[config.mk]
export PLATFORM = sky130hd
export DESIGN_NAME = div_issue_sched
export DESIGN_NICKNAME = d
export VERILOG_FILES = /design/src/rtl/div_sched_pkg.sv /design/src/rtl/div_issue_sched_rr_arbiter.sv /design/src/rtl/div_issue_sched.sv
export SDC_FILE = /design/constraint.sdc
export NUM_CORES = 1
export LEC_CHECK = 0
export ABC_AREA = 0
export BUFFER_PORTS_ARGS = -buffer_cell sky130_fd_sc_hd__buf_4
export CORE_AREA = 2 2 187 189
export DETAILED_ROUTE_END_ITERATION = 10
export DIE_AREA = 0 0 189 191
export HOLD_SLACK_MARGIN = 0.08
export PLACE_DENSITY_LB_ADDON = 0.3
export RECOVER_POWER = 50
export SETUP_SLACK_MARGIN = 0.05
export SLEW_MARGIN = 20
export SYNTH_ARGS = -nofsm -noshare
export SYNTH_HDL_FRONTEND = slang
export SYNTH_SLANG_ARGS = --single-unit
[constraint.sdc]
create_clock -name clk -period 2.4 [get_ports clk]
set_input_delay 0.24 -clock clk [delete_from_list [all_inputs] [get_ports clk]]
set_output_delay 0.24 -clock clk [all_outputs]
set_load 0.005 [all_outputs]
[src/rtl/div_sched_pkg.sv]
// Shared types and default widths for the divider issue scheduler.
package div_sched_pkg;

  localparam int unsigned NUM_REQ_DEF = 2;
  localparam int unsigned XLEN_DEF    = 32;
  localparam int unsigned ID_W_DEF    = 3;

  localparam int unsigned SRC_W   = $clog2(NUM_REQ_DEF);
  localparam int unsigned ENTRY_W = SRC_W + ID_W_DEF + 1 + 2 * XLEN_DEF;

  typedef enum logic [1:0] {
    IDLE  = 2'd0,
    START = 2'd1,
    BUSY  = 2'd2,
    WB    = 2'd3
  } div_state_e;

  // FIFO entry layout at the default widths, MSB first.
  typedef struct packed {
    logic [SRC_W-1:0]    src;
    logic [ID_W_DEF-1:0] id;
    logic                sgn;
    logic [XLEN_DEF-1:0] dividend;
    logic [XLEN_DEF-1:0] divisor;
  } div_entry_t;

endpackage

[src/rtl/div_issue_sched_rr_arbiter.sv]
// Round-robin arbiter: grants the first valid requester at or after the
// pointer, wrapping; the pointer moves past the winner only when advanced.
module rr_arbiter #(
  parameter int unsigned NUM_REQ = 2
) (
  input  logic                       i_clk,
  input  logic                       i_rst_n,
  input  logic [NUM_REQ-1:0]         i_req,
  input  logic                       i_advance,
  output logic [NUM_REQ-1:0]         o_grant,
  output logic [$clog2(NUM_REQ)-1:0] o_idx
);

  localparam int unsigned S_W = $clog2(NUM_REQ);

  logic [S_W-1:0]     r_ptr;
  logic [S_W-1:0]     w_idx;
  logic               w_found;
  logic [NUM_REQ-1:0] w_grant;

  // Search from the pointer upward, wrapping, for the first valid request.
  always_comb begin
    w_found = 1'b0;
    w_idx   = '0;
    for (int i = 0; i < NUM_REQ; i++) begin
      int unsigned k;
      k = (32'(r_ptr) + 32'(i)) % NUM_REQ;
      if (!w_found && i_req[k]) begin
        w_found = 1'b1;
        w_idx   = S_W'(k);
      end
    end
  end

  // One-hot grant derived from the encoded winner.
  always_comb begin
    w_grant = '0;
    if (w_found) w_grant[w_idx] = 1'b1;
  end

  // Pointer moves to the slot after the winner when its request is taken.
  always_ff @(posedge i_clk or negedge i_rst_n) begin
    if (!i_rst_n) begin
      r_ptr <= '0;
    end else if (i_advance) begin
      r_ptr <= (w_idx == S_W'(NUM_REQ - 1)) ? '0 : w_idx + 1'b1;
    end
  end

  assign o_grant = w_grant;
  assign o_idx   = w_idx;

endmodule

[src/rtl/div_issue_sched.sv]
// Shares one divider between several requesters: arbitrates into an external
// FIFO, then pops, starts the divider, and holds the result for writeback.
//
// state | meaning
// IDLE  | nothing in flight; pop the FIFO head as soon as one is present
// START | one-cycle divider start pulse with latched operands
// BUSY  | waiting for div_done
// WB    | result presented on wb_*; stable until wb_ack
module div_issue_sched
  import div_sched_pkg::*;
#(
  parameter int unsigned NUM_REQ = NUM_REQ_DEF,
  parameter int unsigned XLEN    = XLEN_DEF,
  parameter int unsigned ID_W    = ID_W_DEF
) (
  input  logic                                   clk,
  input  logic                                   rst,
  input  logic [NUM_REQ-1:0]                     req_valid,
  output logic [NUM_REQ-1:0]                     req_ready,
  input  logic [NUM_REQ*XLEN-1:0]                req_dividend,
  input  logic [NUM_REQ*XLEN-1:0]                req_divisor,
  input  logic [NUM_REQ-1:0]                     req_signed,
  input  logic [NUM_REQ*ID_W-1:0]                req_id,
  output logic                                   fifo_push,
  output logic                                   fifo_potential_push,
  output logic [$clog2(NUM_REQ)+ID_W+2*XLEN:0]   fifo_data_in,
  input  logic                                   fifo_full,
  input  logic                                   fifo_valid,
  input  logic [$clog2(NUM_REQ)+ID_W+2*XLEN:0]   fifo_data_out,
  output logic                                   fifo_pop,
  output logic                                   div_start,
  output logic [XLEN-1:0]                        div_dividend,
  output logic [XLEN-1:0]                        div_divisor,
  output logic                                   div_signed,
  input  logic                                   div_done,
  input  logic [XLEN-1:0]                        div_quotient,
  input  logic [XLEN-1:0]                        div_remainder,
  output logic                                   wb_valid,
  output logic [$clog2(NUM_REQ)-1:0]             wb_src,
  output logic [ID_W-1:0]                        wb_id,
  output logic [XLEN-1:0]                        wb_quotient,
  output logic [XLEN-1:0]                        wb_remainder,
  input  logic                                   wb_ack
);

  localparam int unsigned S_W = $clog2(NUM_REQ);
  localparam int unsigned E_W = S_W + ID_W + 1 + 2 * XLEN;

  logic [NUM_REQ-1:0] w_grant;
  logic [S_W-1:0]     w_gidx;
  logic               w_can_push;
  logic               w_push;

  logic [S_W-1:0]     w_h_src;
  logic [ID_W-1:0]    w_h_id;
  logic               w_h_sgn;
  logic [XLEN-1:0]    w_h_dividend;
  logic [XLEN-1:0]    w_h_divisor;
  logic               w_h_dz;

  div_state_e         r_state;
  div_state_e         w_next;
  logic               w_pop;
  logic               w_start;
  logic               w_wbv;

  logic [S_W-1:0]     r_src;
  logic [ID_W-1:0]    r_id;
  logic               r_sgn;
  logic [XLEN-1:0]    r_dividend;
  logic [XLEN-1:0]    r_divisor;
  logic [XLEN-1:0]    r_quot;
  logic [XLEN-1:0]    r_rem;

  rr_arbiter #(.NUM_REQ(NUM_REQ)) u_arb (
    .i_clk     (clk),
    .i_rst_n   (rst),
    .i_req     (req_valid),
    .i_advance (w_push),
    .o_grant   (w_grant),
    .o_idx     (w_gidx)
  );

  // A full FIFO can still accept a push in the cycle its head is popped.
  assign w_can_push          = ~fifo_full | w_pop;
  assign w_push              = (|req_valid) & w_can_push;
  assign fifo_push           = w_push;
  assign fifo_potential_push = w_push;
  assign req_ready           = w_grant & {NUM_REQ{w_push}};
  assign fifo_data_in        = w_push ? {w_gidx,
                                         req_id[w_gidx*ID_W +: ID_W],
                                         req_signed[w_gidx],
                                         req_dividend[w_gidx*XLEN +: XLEN],
                                         req_divisor[w_gidx*XLEN +: XLEN]}
                                      : '0;

  assign w_h_src      = fifo_data_out[E_W-1 -: S_W];
  assign w_h_id       = fifo_data_out[E_W-S_W-1 -: ID_W];
  assign w_h_sgn      = fifo_data_out[2*XLEN];
  assign w_h_dividend = fifo_data_out[2*XLEN-1 -: XLEN];
  assign w_h_divisor  = fifo_data_out[XLEN-1:0];
  assign w_h_dz       = (w_h_divisor == '0);

  // State register.
  always_ff @(posedge clk or negedge rst) begin
    if (!rst) r_state <= IDLE;
    else      r_state <= w_next;
  end

  // Next-state and control outputs; divide-by-zero skips the divider.
  always_comb begin
    w_next  = r_state;
    w_pop   = 1'b0;
    w_start = 1'b0;
    w_wbv   = 1'b0;
    case (r_state)
      IDLE: begin
        if (fifo_valid) begin
          w_pop  = 1'b1;
          w_next = w_h_dz ? WB : START;
        end
      end
      START: begin
        w_start = 1'b1;
        w_next  = BUSY;
      end
      BUSY: begin
        if (div_done) w_next = WB;
      end
      WB: begin
        w_wbv = 1'b1;
        if (wb_ack) begin
          if (fifo_valid) begin
            w_pop  = 1'b1;
            w_next = w_h_dz ? WB : START;
          end else begin
            w_next = IDLE;
          end
        end
      end
      default: w_next = IDLE;
    endcase
  end

  // Latch the popped entry and capture results (zero-divisor result follows RISC-V).
  always_ff @(posedge clk or negedge rst) begin
    if (!rst) begin
      r_src      <= '0;
      r_id       <= '0;
      r_sgn      <= 1'b0;
      r_dividend <= '0;
      r_divisor  <= '0;
      r_quot     <= '0;
      r_rem      <= '0;
    end else if (w_pop) begin
      r_src      <= w_h_src;
      r_id       <= w_h_id;
      r_sgn      <= w_h_sgn;
      r_dividend <= w_h_dividend;
      r_divisor  <= w_h_divisor;
      if (w_h_dz) begin
        r_quot <= '1;
        r_rem  <= w_h_dividend;
      end
    end else if (r_state == BUSY && div_done) begin
      r_quot <= div_quotient;
      r_rem  <= div_remainder;
    end
  end

  assign fifo_pop     = w_pop;
  assign div_start    = w_start;
  assign div_dividend = r_dividend;
  assign div_divisor  = r_divisor;
  assign div_signed   = r_sgn;
  assign wb_valid     = w_wbv;
  assign wb_src       = r_src;
  assign wb_id        = r_id;
  assign wb_quotient  = r_quot;
  assign wb_remainder = r_rem;

endmodule

==> results of run 1 <==
layout make-up:
| type | instances | area share [%] |
|---|---|---|
| inverters | 8 | 0.274 |
| repair buffers | 641 | 42.1 |
| well taps | 455 | 4.45 |
| flip-flops and latches | 136 | 26.6 |
| clock buffers | 18 | 3.43 |
| multi-input cells | 474 | 21.9 |
| diodes | 3 | 0.0587 |
| clock inverters | 14 | 1.10 |
worst register-to-register path, cell delays in order (launching register included):
cell and delay [ps]:
dfrtp_1 390, inv_2 80, ha_4 200, nand2b_4 140, or2_4 260, buf_4 140, buf_6 110, buf_4 130
or3_4 440, clkbuf_16 210, o221a_1 240
state kept, by name, summed over array words and instances, names as in the netlist:
register and cells:
div_dividend 32, div_divisor 32, wb_quotient 32, wb_remainder 32
wb_id 3, r_state 2, div_signed 1, u_arb.r_ptr 1
wb_src 1
per-layer routing:
metal,wire length (um),up-vias
met2,18900,334
met4,744,0
met1,12400,3682
li1,-,3521
met3,2050,28
met5,0,-
through the flow:
step                TNS, ps  worst slack, ps  power, W
floorplan                 0             59.7   0.00610
global placement          0             64.0   0.00938
detailed placement        0             67.2   0.00947
CTS                  -17380             -313    0.0126
global route         -30230             -365    0.0134
finish               -18090             -277    0.0125
cell usage in the layout, fill, tap and decap left out, types with 3 or more instances in the layout:
master	Yosys	routed
a21oi_1	37	24
a21oi_2	1	11
a21oi_4	0	3
a22o_1	68	63
a22o_4	0	5
buf_12	0	11
buf_4	2	432
buf_6	3	21
buf_8	0	4
clkbuf_1	22	19
clkbuf_16	0	22
clkbuf_4	0	44
clkinv_4	0	6
clkinvlp_4	0	3
dfrtp_1	136	136
diode_2	0	3
dlygate4sd3_1	0	101
ha_1	5	3
inv_1	7	5
inv_6	0	5
nand2_1	207	207
nand2b_1	33	32
nor2_1	67	67
nor4_1	8	8
o221a_1	32	32
power by group through the flow:
stage | Combinational [W] | Clock (W) | Sequential [W]
after CTS | 0.00593 | 0.00270 | 0.00400
final | 0.00588 | 0.00260 | 0.00397
after global routing | 0.00647 | 0.00281 | 0.00412
after detailed placement | 0.00545 | 0 | 0.00402
after global placement | 0.00538 | 0 | 0.00400
after floorplan | 0.00204 | 0 | 0.00406
path summary, 6_finish.rpt:
path | slack (ps) | startpoint | to | depth (start not counted)
worst max-delay path | -280 | r_state[1]$_DFFE_PN0P_ | fifo_data_in[31] | 10
worst min-delay path | 110 | div_quotient[0] | wb_quotient[0]$_DFFE_PN0P_ | 3
worst max register to register | -70 | r_state[1]$_DFFE_PN0P_ | wb_remainder[28]$_DFFE_PN0P_ | 10
worst min register to register | 470 | div_dividend[0]$_DFFE_PN0P_ | div_dividend[0]$_DFFE_PN0P_ | 2
max in group asynchronous | 490 | rst | div_divisor[24]$_DFFE_PN0P_ | 3
min in group asynchronous | 700 | rst | div_dividend[11]$_DFFE_PN0P_ | 2
kinds of logic after synthesis:
logic type,after synthesis,share of synthesized area (%)
and+or+nand+nor,321,21.0
AOI/OAI and AO/OA,148,19.6
DFF,136,54.1
buffers and inverters,58,4.29
adders and majority gates,5,0.994
what timing repair did:
item | CTS | global route
cloned | 2 | 6
pin swaps | 12 | 9
endpoints found under the setup margin | 74 | 152
hold buffers | 100 | 1
hold endpoints to repair | 155 | 1
setup buffers | 13 | 7
resized for setup | 38 | 29
==> results.json, run 1 <==
{
  "antenna_found_initial": 3,
  "yosysMostFrequentCell": "nand2_1",
  "path_clk_slew_ps": 60,
  "grt_use_met1_pct": 18.9,
  "synth.area.top_cells": "dfrtp_1 (54%), nand2_1 (12%), a22o_1 (9.5%), o221a_1 (5.7%), nor2_1 (4.0%)",
  "power.leakage_nw": 6.31,
  "rsz0062_at_grt": "yes",
  "area_growth_pct": 103,
  "switching_power_w": 0.00435,
  "dp_hpwl_mm": 24.6,
  "multiInputGateArea_um2": 2810,
  "internal_power_w": 0.00811,
  "cpLargestDelayFamily": "buffers and inverters",
  "p_sw_share_pct": 34.9,
  "dp_cells": 1585,
  "yosysWarnings": 0,
  "clock.fmax_ghz": 0.374,
  "synth-edff-count": 0,
  "max_stage_delay_ps": 390,
  "cts-root-buf": "clkbuf_16",
  "io_pins": 486,
  "die_x_um": 189,
  "arrival_ps": 2440,
  "clk_latency_ps": 420,
  "clockPowerShare_pct": 20.9,
  "crit_top_cell": "buf_6",
  "cp_max_fo": 7,
  "grt_pass1_vias": 7781,
  "startpoint_type": "flop",
  "io_buffer_count": 485,
  "grt.overflow.total": 0,
  "synthCells": 668,
  "setup_ws_ps": -277,
  "hold_slack_ps": 115,
  "crit_slowest_cell": "dfrtp_1",
  "firstDrtPassIters": 4,
  "gp_congestion": 0.848,
  "path_class": "reg -> out",
  "grt_use_met2_pct": 33.9,
  "ys_seq_area_share_pct": 54.1,
  "busiest_layer": "met2",
  "clock_path_buffers": 2,
  "instances_no_fill": 1749,
  "drive_gt1_share_pct": 45.3,
  "met3_usage_pct": 4.28,
  "synth_fp_nets": 950,
  "slew_headroom_pct": 1.00,
  "wl_per_cell_um": 19.5,
  "finalCriticalPeriod_ps": 2680,
  "min_period_over_period_pct": 112,
  "yosys.cell_types.count": 31,
  "path_buf_inv": 5,
  "combPwrFrac_pct": 47.2,
  "numCtsBuffers": 17,
  "drv_slew": 0,
  "grt_start_max_net_pins": 58,
  "max-cap-violations": 0,
  "htree_levels": 4,
  "final-setup-viol-count": 135,
  "syn_area_per_cell_um2": 9.42,
  "synth_area_um2": 6290,
  "vias": 7565,
  "num-fill-cells": 3459,
  "finalHoldViolations": 0,
  "crit_chain": "inv_2, ha_4, nand2b_4, or2_4, a221oi_4, buf_12, buf_6, buf_6, a22o_1, buf_6",
  "outcome": "finished, violations left",
  "drtIter0Drc": 237,
  "cts_tree": "yes",
  "ant_nets": 0,
  "vdd_drop_max_mv": 0.372,
  "route.detailed.vias_per_inst": 4.33,
  "synth_top_cell_by_area": "dfrtp_1",
  "tightest_slew_ps": 1480,
  "wirelength_mm": 34.1,
  "power_per_cell_area_nw_per_um2": 974,
  "coreArea_um2": 34100,
  "drcViolationCount": 0,
  "synth_top_area_share_pct": 54.1,
  "final_nets": 1560,
  "synth_flop_cell": "dfrtp_1",
  "ff_latch_area_um2": 3400,
  "dieHeight_um": 191,
  "design_area_um2": 12800,
  "ys_ff_latch": 136,
  "die_area_um2": 36100,
  "cts.sinks": 136,
  "grt_use_total_pct": 17.7,
  "synthArstFlopShare_pct": 100,
  "initial_core_util_pct": 18.5,
  "grt_pass1_wl_mm": 47.9,
  "synthTopCellsByCount": "nand2_1 (207), dfrtp_1 (136), a22o_1 (68)",
  "pwr-share-seq_pct": 31.9,
  "rows": 68,
  "post-route-util_pct": 37.5,
  "min_path_type": "in -> reg",
  "skew_ps": 9.20,
  "dpl_cell_area_um2": 10600,
  "violations": "negative setup slack",
  "worst_ep_required_time_ps": 2160,
  "critPathCaptureType": "output port"
}
No activity file was read; power rests on OpenSTA's default activity.
==> inputs of run 2 (changes only) <==
Settings changed: SKIP_LAST_GASP set to 1.
Clock period 2.4 ns to 3.5 ns, I/O delays scaled along.
==> run 2 against run 1 <==
Effect of this change: clock power fell by 30%; utilization fell by 5.6 points; the run ends with max-capacitance violations, max-slew violations left; hold slack improved by 10 ps; first-iteration DRC count is 13% higher; highest routed layer unchanged; via count decreased by 9.5%; power is 37% lower; register-to-register slack improved by 710 ps; clock-buffer cell count increased by 3; combinational power down 43%; sequential cell count did not move; critical path type unchanged; global-route usage is 1.4 points lower; die area unchanged.
==> results.json, run 2 (synthesized netlist as in run 1, its figures left out) <==
{
  "r2r-start": "r_state[0]$_DFFE_PN0P_",
  "route.detailed.vias_per_inst": 4.26,
  "rows": 68,
  "r2r_cells": 9,
  "wl_per_cell_um": 19.0,
  "ff2ff_setup_slack_ps": 640,
  "mostFrequentLayoutCells": "buf_4 (360), nand2_1 (207), dfrtp_1 (136)",
  "slew_headroom_pct": -55.5,
  "cts_setup_buffers": 0,
  "cts-root-buf": "clkbuf_16",
  "drv_slew": 90,
  "area_growth_pct": 72.7,
  "design_area_um2": 10900,
  "max-cap-violations": 1,
  "busiest_layer": "met2",
  "dp_hpwl_mm": 23.6,
  "finalCriticalPeriod_ps": 3240,
  "io_buffer_count": 485,
  "htree_levels": 4,
  "violations": "max-capacitance violations, max-slew violations",
  "numCtsBuffers": 17,
  "clock.fmax_ghz": 0.309,
  "power.leakage_nw": 5.41,
  "dieHeight_um": 191,
  "hold_path.startpoint": "fifo_data_out[67]",
  "drtIter0Drc": 267,
  "instances_no_fill": 1609,
  "drive_gt1_share_pct": 42.7,
  "outcome": "finished, violations left",
  "cts.sinks": 136,
  "cts_tree": "yes",
  "grt_pass1_wl_mm": 43.6,
  "path_clk_slew_ps": 70,
  "skew_ps": 12.6,
  "drcViolationCount": 0,
  "rsz0062_at_grt": "no",
  "io_pins": 486,
  "grt_use_met1_pct": 17.6,
  "final-setup-viol-count": 0,
  "worst_ep_required_time_ps": 3150,
  "cp_max_fo": 69,
  "dp_cells": 1571,
  "clk_latency_ps": 420,
  "coreArea_um2": 34100,
  "path_class": "reg -> out",
  "min_to": "wb_id[2]$_DFFE_PN0P_",
  "arrival_ps": 2890,
  "grt_pass1_vias": 7036,
  "power_per_cell_area_nw_per_um2": 726,
  "ant_nets": 0,
  "grt_use_total_pct": 16.3,
  "gp_congestion": 0.807,
  "clock_path_buffers": 2,
  "initial_core_util_pct": 18.5,
  "cts.hold.buffers_added": 1,
  "met3_usage_pct": 4.99,
  "min_period_over_period_pct": 92.4,
  "grt_start_max_net_pins": 90,
  "critPathCaptureType": "output port",
  "final_nets": 1418,
  "cts_resized": 0,
  "antenna_found_initial": 4,
  "r2r-end": "div_divisor[9]$_DFFE_PN0P_",
  "finalHoldViolations": 0,
  "vias": 6848,
  "vdd_drop_max_mv": 0.321,
  "power_w": 0.00789,
  "hold_depth": 3,
  "tns_ps": 0,
  "die_area_um2": 36100,
  "tightest_slew_ps": 2330,
  "hold_slack_ps": 125,
  "wirelength_mm": 30.5,
  "startpoint_type": "flop",
  "grt.overflow.total": 0,
  "final_common_cell": "buf_4",
  "dpl_cell_area_um2": 10400,
  "firstDrtPassIters": 4,
  "min_path_type": "in -> reg",
  "grt_use_met2_pct": 29.6,
  "die_x_um": 189
}
==> run 2: cell type report <==
class                      instances  area (um2)
fill                            3655       23200
timing repair buffer             499        3610
sequential                       136        3400
multi-input combinational        474        2660
tap                              455         569
clock buffer                      21         460
clock inverter                    11         124
inverter                           8        30.0
antenna                            5        12.5
==> run 2: critical path, cell delays in order, from the launching register on <==
cell      delay [ps]
dfrtp_1          400
inv_1            110
ha_1             290
nand2b_1         180
or2_4            340
a221oi_4         280
buf_12           310
a22o_1           360
buf_4            170
==> run 2: metrics by stage <==
| stage | setup slack [ps] | utilization, % |
|---|---|---|
| 3_3_place_gp | 649 | 30.6 |
| 4_1_cts | 148 | 32.3 |
| 2_1_floorplan | 1050 | - |
| 6_report | 265 | 31.9 |
| 5_1_grt | 83.4 | 31.9 |
| 3_5_place_dp | 618 | 30.6 |
==> run 2: report_power, final <==
group	leakage (nW)	internal, W	total, W	switching [W]
combinational	3.52	0.00170	0.00335	0.00166
clock	0.279	0.00109	0.00181	0.000721
sequential	1.61	0.00233	0.00273	0.000404
==> run 2: how the worst max path moves through the flow <==
stage / startpoint / to / slack, ps / cells after the start
after global placement: r_state[0]$_DFFE_PN0P_ / div_divisor[9]$_DFFE_PN0P_ / 650 / 9
after floorplan: r_state[0]$_DFFE_PN0P_ / fifo_data_in[49] / 1050 / 9
after global routing: r_state[0]$_DFFE_PN0P_ / fifo_data_in[15] / 80 / 8
after detailed placement: r_state[0]$_DFFE_PN0P_ / div_divisor[9]$_DFFE_PN0P_ / 620 / 9
final: r_state[0]$_DFFE_PN0P_ / fifo_data_in[15] / 260 / 8
after CTS: r_state[0]$_DFFE_PN0P_ / fifo_data_in[15] / 150 / 8
==> run 2: layer usage <==
layer | vias to the layer above | part of all wire, %
met4 | 0 | 2.1
met3 | 29 | 7.9
met2 | 317 | 53
met1 | 3271 | 37
li1 | 3231 | -
met5 | - | 0
==> inputs of run 3 (changes only) <==
Settings changed: BUFFER_PORTS_ARGS -buffer_cell sky130_fd_sc_hd__buf_4 to unset, CORE_AREA 2 2 187 189 to 2 2 188 190, DIE_AREA 0 0 189 191 to 0 0 190 192, DONT_BUFFER_PORTS set to 1, GPL_TIMING_DRIVEN set to 0.
==> run 3 against run 2 <==
Effect of this change: the flow finishes with violations (negative hold slack); sequential share of layout area increased by 8.4 points; power decreased by 14%; non-clock buffer count shrank 342; register-to-register slack better by 60 ps; wire length is 0.88% higher; clock-buffer cell count fell by 4; sequential power increased by 9.9%; first-iteration DRC count shrank 18%; hold slack worse by 530 ps; cell area is 21% lower; largest power group is now registers.
==> results.json, run 3 (synthesized netlist as in run 1, its figures left out) <==
{
  "instances_no_fill": 1270,
  "io_pins": 486,
  "power_per_cell_area_nw_per_um2": 796,
  "cts_tree": "yes",
  "min_path_type": "in -> async",
  "drcViolationCount": 0,
  "worst_ep_required_time_ps": 3150,
  "slew_headroom_pct": 49.2,
  "cts.hold.buffers_added": 102,
  "die_area_um2": 36500,
  "clock_path_buffers": 2,
  "wl_per_cell_um": 24.2,
  "outcome": "finished, violations left",
  "grt.overflow.total": 0,
  "hold_slack_ps": -405,
  "pre_cts_ws_ps": -22.0,
  "vdd_drop_max_mv": 0.355,
  "clk_latency_ps": 450,
  "max-cap-violations": 0,
  "crit_slowest_cell": "dfrtp_1",
  "grt_pass1_vias": 5852,
  "coreArea_um2": 34300,
  "ant_nets": 0,
  "antenna_found_initial": 10,
  "r2r_cells": 8,
  "rows": 68,
  "power.leakage_nw": 3.76,
  "busiest_layer": "met2",
  "skew_ps": 10.4,
  "violations": "negative hold slack",
  "dp_hpwl_mm": 23.9,
  "tightest_slew_ps": 761,
  "r2r-end": "wb_remainder[21]$_DFFE_PN0P_",
  "drv_slew": 0,
  "clock.fmax_ghz": 0.306,
  "area_growth_pct": 36.1,
  "die_x_um": 190,
  "critPathCaptureType": "output port",
  "grt_pass1_wl_mm": 41.6,
  "max_stage_delay_ps": 410,
  "min_period_over_period_pct": 93.3,
  "numCtsBuffers": 17,
  "tns_ps": 0,
  "cp_max_fo": 10,
  "grt_use_met1_pct": 15.7,
  "final_common_cell": "nand2_1",
  "io_buffer_count": 0,
  "crit_end": "fifo_data_in[14]",
  "path_clk_slew_ps": 70,
  "arrival_ps": 2910,
  "startpoint_type": "flop",
  "final-setup-viol-count": 0,
  "wirelength_mm": 30.8,
  "finalHoldViolations": 136,
  "vias": 5652,
  "finalCriticalPeriod_ps": 3260,
  "grt_use_total_pct": 16.3,
  "rsz0062_at_grt": "no",
  "met3_usage_pct": 6.27,
  "r2r-start": "r_state[0]$_DFFE_PN0P_",
  "drtIter0Drc": 220,
  "dp_cells": 1123,
  "cts-root-buf": "clkbuf_16",
  "route.detailed.vias_per_inst": 4.45,
  "num-fill-cells": 3683,
  "grt_start_max_net_pins": 137,
  "grt_use_met2_pct": 30.1,
  "drive_gt1_share_pct": 9.06,
  "setup_ws_ps": 236,
  "htree_levels": 4,
  "ff2ff_setup_slack_ps": 700,
  "crit_chain": "inv_1, ha_1, nand2b_1, or2_1, clkbuf_1, buf_6, a21oi_4, buf_4, buf_2, a22o_1",
  "firstDrtPassIters": 4,
  "mostFrequentLayoutCells": "nand2_1 (207), dfrtp_1 (136), dlygate4sd3_1 (102)",
  "final_nets": 1076,
  "path_class": "reg -> out",
  "gp_congestion": 0.920,
  "cts.sinks": 136,
  "initial_core_util_pct": 18.4,
  "dieHeight_um": 192,
  "post-route-util_pct": 25.0,
  "crit_start": "r_state[0]$_DFFE_PN0P_"
}
run 3: cell types whose count changed in the layout (fill, tap and decap cells not counted), moves of 18 or more:
cell / change
buf_4: -353
clkbuf_4: -88
buf_2: +18
clkbuf_1: -29
dlygate4sd3_1: +101
run 3: power breakdown:
| group | total, W | switching (W) | internal, W |
|---|---|---|---|
| Sequential | 0.00300 | 0.000675 | 0.00233 |
| Clock | 0.00182 | 0.000767 | 0.00105 |
| Combinational | 0.00200 | 0.00116 | 0.000835 |
| Total | 0.00682 | 0.00261 | 0.00421 |
run 3: per-layer routing:
metal / share of wire, % / wire length, um
met1: 33 / 10200
met2: 54 / 16600
met3: 9.2 / 2820
met4: 3.5 / 1080
met5: 0 / 0
run 3: worst min-delay path by stage:
stage | slack, ps | end | from | cells past startpoint
CTS | -430 | div_dividend[10]$_DFFE_PN0P_ | rst | 0
finish | -410 | div_dividend[10]$_DFFE_PN0P_ | rst | 0
global route | -430 | div_dividend[10]$_DFFE_PN0P_ | rst | 0
detailed placement | 60 | div_dividend[11]$_DFFE_PN0P_ | rst | 0
floorplan | 50 | div_dividend[0]$_DFFE_PN0P_ | rst | 0
global placement | 60 | div_dividend[11]$_DFFE_PN0P_ | rst | 0
run 3: critical path, delay by kind of cell, from the launching register on:
| kind | cells | cell delay, ps |
|---|---|---|
| AO/OA/AOI/OAI | 2 | 500 |
| adder cells (fa/ha/maj) | 1 | 240 |
| buffers and inverters | 5 | 910 |
| flip-flops | 1 | 410 |
| AND/OR/NAND/NOR | 2 | 400 |
run 3: area by class of cell:
cell class	instances	area (um2)	area share (%)
antenna	9	22.5	0.263
buffer	50	251	2.94
clock buffer	17	425	4.97
clock inverter	14	151	1.77
inverter	8	30.0	0.351
multi-input combinational	474	2650	31.0
sequential	136	3400	39.7
tap	455	569	6.65
timing repair buffer	107	1060	12.4
run 3: timing repair:
action / CTS / global route
cloned: 0 / 0
resized for setup: 5 / 13
endpoints found under the setup margin: 70 / 48
hold endpoints to repair: 254 / 136
pin swaps: 2 / 0
buffers inserted: 5 / 0
run 3: stage by stage:
step | cell area, um2 | hold slack (ps) | total power [W]
finish | 8560 | -405 | 0.00682
global route | 8560 | -430 | 0.00730
CTS | 8530 | -432 | 0.00693
detailed placement | 6860 | 57.4 | 0.00494
global placement | 6860 | 57.3 | 0.00489
floorplan | 6290 | 54.4 | 0.00418
